## config.mk

```make
export PLATFORM = sky130hd
export DESIGN_NAME = vadd_multi_ctrl
export DESIGN_NICKNAME = d
export VERILOG_FILES = /design/src/rtl/vadd_ctrl_pkg.sv /design/src/rtl/hls_start_reg.sv /design/src/rtl/vadd_multi_ctrl.sv
export SDC_FILE = /design/constraint.sdc
export NUM_CORES = 1
export LEC_CHECK = 0
export CAP_MARGIN = 20
export CORE_ASPECT_RATIO = 1.5
export CORE_UTILIZATION = 51
export DETAILED_ROUTE_END_ITERATION = 12
export GPL_TIMING_DRIVEN = 0
export PLACE_DENSITY = 0.8
export SLEW_MARGIN = 0
export SYNTH_ARGS = -nofsm -noshare
export SYNTH_HDL_FRONTEND = slang
export SYNTH_SLANG_ARGS = --single-unit
```

## constraint.sdc

```tcl
create_clock -name ap_clk -period 3.5 [get_ports ap_clk]
set_clock_uncertainty 0.2 [all_clocks]
set_input_delay 0.525 -clock ap_clk [delete_from_list [all_inputs] [get_ports ap_clk]]
set_output_delay 0.525 -clock ap_clk [all_outputs]
set_load 0.01 [all_outputs]
```

## src/rtl/vadd_ctrl_pkg.sv

```systemverilog
// Shared definitions for the vector-add dataflow sequencer: one-hot state
// encodings, their bit positions and the load-channel bound.
package vadd_ctrl_pkg;

    localparam int STATE_W      = 7;
    localparam int MAX_NUM_LOAD = 8;

    localparam int IDLE_IDX     = 0;
    localparam int LOAD_IDX     = 1;
    localparam int CP_ISSUE_IDX = 2;
    localparam int CP_WAIT_IDX  = 3;
    localparam int ST_ISSUE_IDX = 4;
    localparam int ST_WAIT_IDX  = 5;
    localparam int ZERO_IDX     = 6;

    localparam logic [STATE_W-1:0] IDLE_OH     = STATE_W'(1) << IDLE_IDX;
    localparam logic [STATE_W-1:0] LOAD_OH     = STATE_W'(1) << LOAD_IDX;
    localparam logic [STATE_W-1:0] CP_ISSUE_OH = STATE_W'(1) << CP_ISSUE_IDX;
    localparam logic [STATE_W-1:0] CP_WAIT_OH  = STATE_W'(1) << CP_WAIT_IDX;
    localparam logic [STATE_W-1:0] ST_ISSUE_OH = STATE_W'(1) << ST_ISSUE_IDX;
    localparam logic [STATE_W-1:0] ST_WAIT_OH  = STATE_W'(1) << ST_WAIT_IDX;
    localparam logic [STATE_W-1:0] ZERO_OH     = STATE_W'(1) << ZERO_IDX;

    typedef enum logic [STATE_W-1:0] {
        S_IDLE     = IDLE_OH,
        S_LOAD     = LOAD_OH,
        S_CP_ISSUE = CP_ISSUE_OH,
        S_CP_WAIT  = CP_WAIT_OH,
        S_ST_ISSUE = ST_ISSUE_OH,
        S_ST_WAIT  = ST_WAIT_OH,
        S_ZERO     = ZERO_OH
    } state_t;

endpackage

```

## src/rtl/hls_start_reg.sv

```systemverilog
// Start latch for one HLS-style sub-block: set wins over the ready-driven
// clear, so a start requested in the same cycle as ready is never lost.
module hls_start_reg (
    input  logic ap_clk,
    input  logic ap_rst,
    input  logic set,
    input  logic ap_ready,
    output logic ap_start
);

    always_ff @(posedge ap_clk or posedge ap_rst) begin
        if (ap_rst) begin
            ap_start <= 1'b0;
        end else if (set) begin
            ap_start <= 1'b1;
        end else if (ap_ready) begin
            ap_start <= 1'b0;
        end
    end

endmodule

```

## src/rtl/vadd_multi_ctrl.sv

```systemverilog
// Batch sequencer for the vector-add accelerator: runs NUM_LOAD loads, then
// compute, then store, iter_count times per start, gating FIFO strobes by phase.
module vadd_multi_ctrl
    import vadd_ctrl_pkg::*;
#(
    parameter int NUM_LOAD = 2,
    parameter int CNT_W    = 16
) (
    input  logic                ap_clk,
    input  logic                ap_rst,
    input  logic                ap_start,
    output logic                ap_done,
    output logic                ap_idle,
    output logic                ap_ready,
    input  logic [CNT_W-1:0]    iter_count,
    output logic [CNT_W-1:0]    iter_idx,
    output logic [NUM_LOAD-1:0] ld_ap_start,
    input  logic [NUM_LOAD-1:0] ld_ap_done,
    input  logic [NUM_LOAD-1:0] ld_ap_ready,
    input  logic [NUM_LOAD-1:0] ld_strm_write,
    output logic [NUM_LOAD-1:0] in_fifo_write,
    output logic                cp_ap_start,
    input  logic                cp_ap_done,
    input  logic                cp_ap_ready,
    input  logic [NUM_LOAD-1:0] cp_strm_read,
    input  logic                cp_strm_write,
    output logic [NUM_LOAD-1:0] in_fifo_read,
    output logic                out_fifo_write,
    output logic                st_ap_start,
    input  logic                st_ap_done,
    input  logic                st_ap_ready,
    input  logic                st_strm_read,
    output logic                out_fifo_read
);

    state_t state;
    state_t next_state;

    logic [CNT_W-1:0]    count;
    logic [NUM_LOAD-1:0] ld_seen;
    logic                ld_set;
    logic                cp_set;
    logic                st_set;
    logic                accept;
    logic                advance;
    logic                last_iter;
    logic                loads_done;

    assign last_iter  = (iter_idx == count - CNT_W'(1));
    assign loads_done = &(ld_seen | ld_ap_done);

    always_ff @(posedge ap_clk or posedge ap_rst) begin
        if (ap_rst) begin
            state <= S_IDLE;
        end else begin
            state <= next_state;
        end
    end

    always_comb begin
        next_state = state;
        ld_set     = 1'b0;
        cp_set     = 1'b0;
        st_set     = 1'b0;
        accept     = 1'b0;
        advance    = 1'b0;
        ap_done    = 1'b0;
        case (state)
            S_IDLE: begin
                if (ap_start) begin
                    accept = 1'b1;
                    if (iter_count == '0) begin
                        next_state = S_ZERO;
                    end else begin
                        ld_set     = 1'b1;
                        next_state = S_LOAD;
                    end
                end
            end
            S_LOAD: begin
                if (loads_done) begin
                    next_state = S_CP_ISSUE;
                end
            end
            S_CP_ISSUE: begin
                cp_set     = 1'b1;
                next_state = S_CP_WAIT;
            end
            S_CP_WAIT: begin
                if (cp_ap_done) begin
                    next_state = S_ST_ISSUE;
                end
            end
            S_ST_ISSUE: begin
                st_set     = 1'b1;
                next_state = S_ST_WAIT;
            end
            S_ST_WAIT: begin
                if (st_ap_done) begin
                    if (last_iter) begin
                        ap_done    = 1'b1;
                        next_state = S_IDLE;
                    end else begin
                        advance    = 1'b1;
                        ld_set     = 1'b1;
                        next_state = S_LOAD;
                    end
                end
            end
            S_ZERO: begin
                ap_done    = 1'b1;
                next_state = S_IDLE;
            end
            default: begin
                next_state = S_IDLE;
            end
        endcase
    end

    // Count is captured only on acceptance, so later iter_count changes are ignored
    always_ff @(posedge ap_clk or posedge ap_rst) begin
        if (ap_rst) begin
            count    <= '0;
            iter_idx <= '0;
        end else if (accept) begin
            count    <= iter_count;
            iter_idx <= '0;
        end else if (advance) begin
            iter_idx <= iter_idx + CNT_W'(1);
        end
    end

    // Load dones may land in different cycles; remember each until all are in
    always_ff @(posedge ap_clk or posedge ap_rst) begin
        if (ap_rst) begin
            ld_seen <= '0;
        end else if (ld_set) begin
            ld_seen <= '0;
        end else if (state[LOAD_IDX]) begin
            ld_seen <= ld_seen | ld_ap_done;
        end
    end

    for (genvar i = 0; i < NUM_LOAD; i++) begin : g_ld_start
        hls_start_reg u_ld_start (
            .ap_clk   (ap_clk),
            .ap_rst   (ap_rst),
            .set      (ld_set),
            .ap_ready (ld_ap_ready[i]),
            .ap_start (ld_ap_start[i])
        );
    end

    hls_start_reg u_cp_start (
        .ap_clk   (ap_clk),
        .ap_rst   (ap_rst),
        .set      (cp_set),
        .ap_ready (cp_ap_ready),
        .ap_start (cp_ap_start)
    );

    hls_start_reg u_st_start (
        .ap_clk   (ap_clk),
        .ap_rst   (ap_rst),
        .set      (st_set),
        .ap_ready (st_ap_ready),
        .ap_start (st_ap_start)
    );

    assign ap_ready       = ap_done;
    assign ap_idle        = state[IDLE_IDX] & ~ap_start;
    assign in_fifo_write  = ld_strm_write & {NUM_LOAD{state[LOAD_IDX]}};
    assign in_fifo_read   = cp_strm_read & {NUM_LOAD{state[CP_WAIT_IDX]}};
    assign out_fifo_write = cp_strm_write & state[CP_WAIT_IDX];
    assign out_fifo_read  = st_strm_read & state[ST_WAIT_IDX];

endmodule

```

==> run summary <==
crit path DAT: 2.71 ns
drt wl/cell: 16.50 um
Slew @ Worst Pin: 0.5167 ns
pins over their slew limit: 0
nets: 454
vias in the first global route: 2976
EDFF count, synth: 0
Seq/Total Area, Yosys: 0.3897
Slew HR: 0.6524
reg2reg setup slack: 0.14 ns
pwr dens: 659.2 nW/um^2
yosys warns: 0
RSZ-0062 raised after global routing: yes
hold path start: g_ld_start[0].u_ld_start.ap_start$_DFFE_PP0P_
largest net degree at the start of global routing: 28
root buf cell: clkbuf_8
# Max-Cap Violations: 0
FF+latch count, synth: 45
# DRC: 0
Final ANT Viol Nets: 0
Setup crit end kind: primary output
CTS tree: yes
Die W: 63.50 um
Syn Std Cell Area: 2893 sq um
clock period minus worst slack: 3.432 ns
H-Tree Depth: 2
TritonCTS Sinks: 45
Post-Syn Instances: 333
CTS Buffer Depth: 2
gp weighted congestion: 0.9095
FMAX: 0.2914 GHz
Startpoint Class: register
status: completed
worst setup path endpoint: ap_ready
Critical Path Start: count[1]$_DFFE_PP0P_
DP HPWL: 5.848 mm
Worst IR Drop VDD: 309.5 uV
Syn-to-layout area delta: 37.76%
io pins: 62
syn avg cell area: 8.687 sq um
worst setup path class: reg2out
Hold Path Class: reg2reg
final hold slack: 0.3204 ns
total vias in the final route: 2879
dpl cells: 465
layout cells sized above 1: 0.1619
crit path max fanout: 4
Total Routing Usage GR: 0.2871
CTS clk-pin slew, worst paths: 0.10 ns
ant diodes: 0
r2r endpoint: iter_idx[1]$_DFFE_PP0P_
final setup fails: 0
Worst R2R Path Depth: 12
worst-skew pair later-pin latency: 0.31 ns
Worst EP required: 2.77 ns
critical register-to-register path startpoint: count[1]$_DFFE_PP0P_
DRT iter0 DRCs: 206
DR vias/cell: 5.876
final cell count without fillers: 490
Post-Syn Nets: 368
Period Utilization, post-route: 0.9806
Synth cell types: 60
Initial Util: 0.5308
Routed Wire Length: 8.084 mm
first-pass GRT wire length: 13.21 mm
row count: 33
Leak: 1.691 nW
Die Y-Extent: 94.24 um
die area: 5984 sq um
Primary FF master, synth: dfrtp_1
total negative slack: 0 ns
grt total ovfl: 0
FFs w/ async S/R, synth: 1.000
total CTS buffers: 5
DRT Pass-1 Iters: 4
CTS Hold Bufs: 0
fill cell count: 417
post-layout power: 2.627 mW
Core ar.: 5450 sq um
initial antenna violation count: 0
count of buffers from port buffering: 61
Final Hold Viols: 0
kinds of logic after synthesis:
group           synth area share
simple gates              0.3235
compound gates            0.1479
flops                     0.3897
buf+inv                  0.05017
xor+xnor                 0.05926
mux                      0.02076
fa+ha+maj               0.008649
cell type report:
cell class / instances / area, sq um / area share
Buffer: 12 / 83.83 / 0.02104
Multi-Input combinational cell: 261 / 1720 / 0.4317
Inverter: 12 / 45.04 / 0.01130
Clock inverter: 3 / 68.82 / 0.01727
Clock buffer: 5 / 68.82 / 0.01727
Timing Repair Buffer: 82 / 777.0 / 0.1950
Sequential cell: 45 / 1134 / 0.2845
Tap cell: 70 / 87.58 / 0.02198
per-layer routing:
layer / GRT usage / up-vias / routed length, um
met2: 0.5195 / 109 / 4259
met1: 0.3019 / 1372 / 3038
met4: 0.1989 / 0 / 411
li1: - / 1365 / -
met5: 0 / - / 0
met3: 0.03883 / 33 / 375
worst min path at each step:
stage / to / cells after the start
2_1_floorplan: ld_seen[1]$_DFFE_PP0P_ / 2
3_3_place_gp: ld_seen[0]$_DFFE_PP0P_ / 2
4_1_cts: g_ld_start[0].u_ld_start.ap_start$_DFFE_PP0P_ / 2
6_report: g_ld_start[0].u_ld_start.ap_start$_DFFE_PP0P_ / 2
3_5_place_dp: g_ld_start[0].u_ld_start.ap_start$_DFFE_PP0P_ / 2
5_1_grt: ld_seen[0]$_DFFE_PP0P_ / 2
synth_stat cells, types with 7 or more instances:
library cell / number / area, sq um
o211ai_1: 8 / 60.06
nand3_1: 10 / 50.05
or4_1: 7 / 52.55
and2_1: 10 / 62.56
nand4_1: 8 / 50.05
xnor2_1: 8 / 70.07
xor2_1: 9 / 78.83
nand2b_1: 7 / 43.79
dfrtp_1: 44 / 1101
o21ai_0: 9 / 45.04
clkbuf_1: 7 / 26.28
a21oi_1: 14 / 70.07
nor2_1: 15 / 56.30
nand2_1: 67 / 251.5
inv_1: 12 / 45.04
nor4_1: 12 / 75.07
what timing repair did:
item,CTS,global route
resized for setup,23,9
buffers inserted,21,0
gates cloned,0,0
endpoints found under the setup margin,2,4
pin swaps,9,7
hold endpoints to repair,0,0
worst max-delay path, stage by stage, from the launching register on:
cell	delay [ns]
dfrtp_1	0.41
inv_2	0.08
ha_4	0.14
or4b_4	0.50
or3_1	0.38
nand3_2	0.10
nand2_1	0.09
nor4_4	0.31
a21o_1	0.19
buf_4	0.11
buf_6	0.09
placed cells by master, fill, tap and decap left out, types with 3 or more instances in the layout:
cell type / instances
a21o_1: 3
a21oi_1: 13
and2_1: 10
and3_1: 6
buf_4: 22
buf_6: 3
clkbuf_1: 6
clkbuf_8: 5
clkdlybuf4s50_1: 59
dfrtp_1: 39
dfrtp_2: 5
inv_1: 9
inv_2: 3
mux2i_1: 6
nand2_1: 67
nand2b_1: 7
nand3_1: 8
nand4_1: 8
nor2_1: 14
nor2b_1: 3
nor3_1: 5
nor4_1: 10
o211ai_1: 8
o21ai_0: 9
o21ai_1: 6
o22ai_1: 4
o31ai_1: 3
or3_1: 5
or4_1: 7
xnor2_1: 8
xor2_1: 9
sequential cells by signal, summed over array words and instances (netlist names):
signal,count
u_cp_start.ap_start,1
count,16
u_st_start.ap_start,1
state,7
ld_seen,2
iter_idx,16
g_ld_start.u_ld_start.ap_start,2
through the flow:
stage	utilization	instance area, sq um	setup slack (ns)
floorplan	-	2893	0.1971
finish	0.7312	3985	0.06799
global route	0.7312	3985	-0.02264
CTS	0.7277	3966	0.01124
detailed placement	0.6625	3611	-0.6840
global placement	0.6589	3591	-0.6515
report_power, final:
group	internal, mW	total [mW]	switching [mW]
combinational	0.610	1.30	0.691
clock	0.288	0.484	0.197
sequential	0.660	0.842	0.182
total	1.56	2.63	1.07
Note: power is estimated with default switching activity, not from simulation.
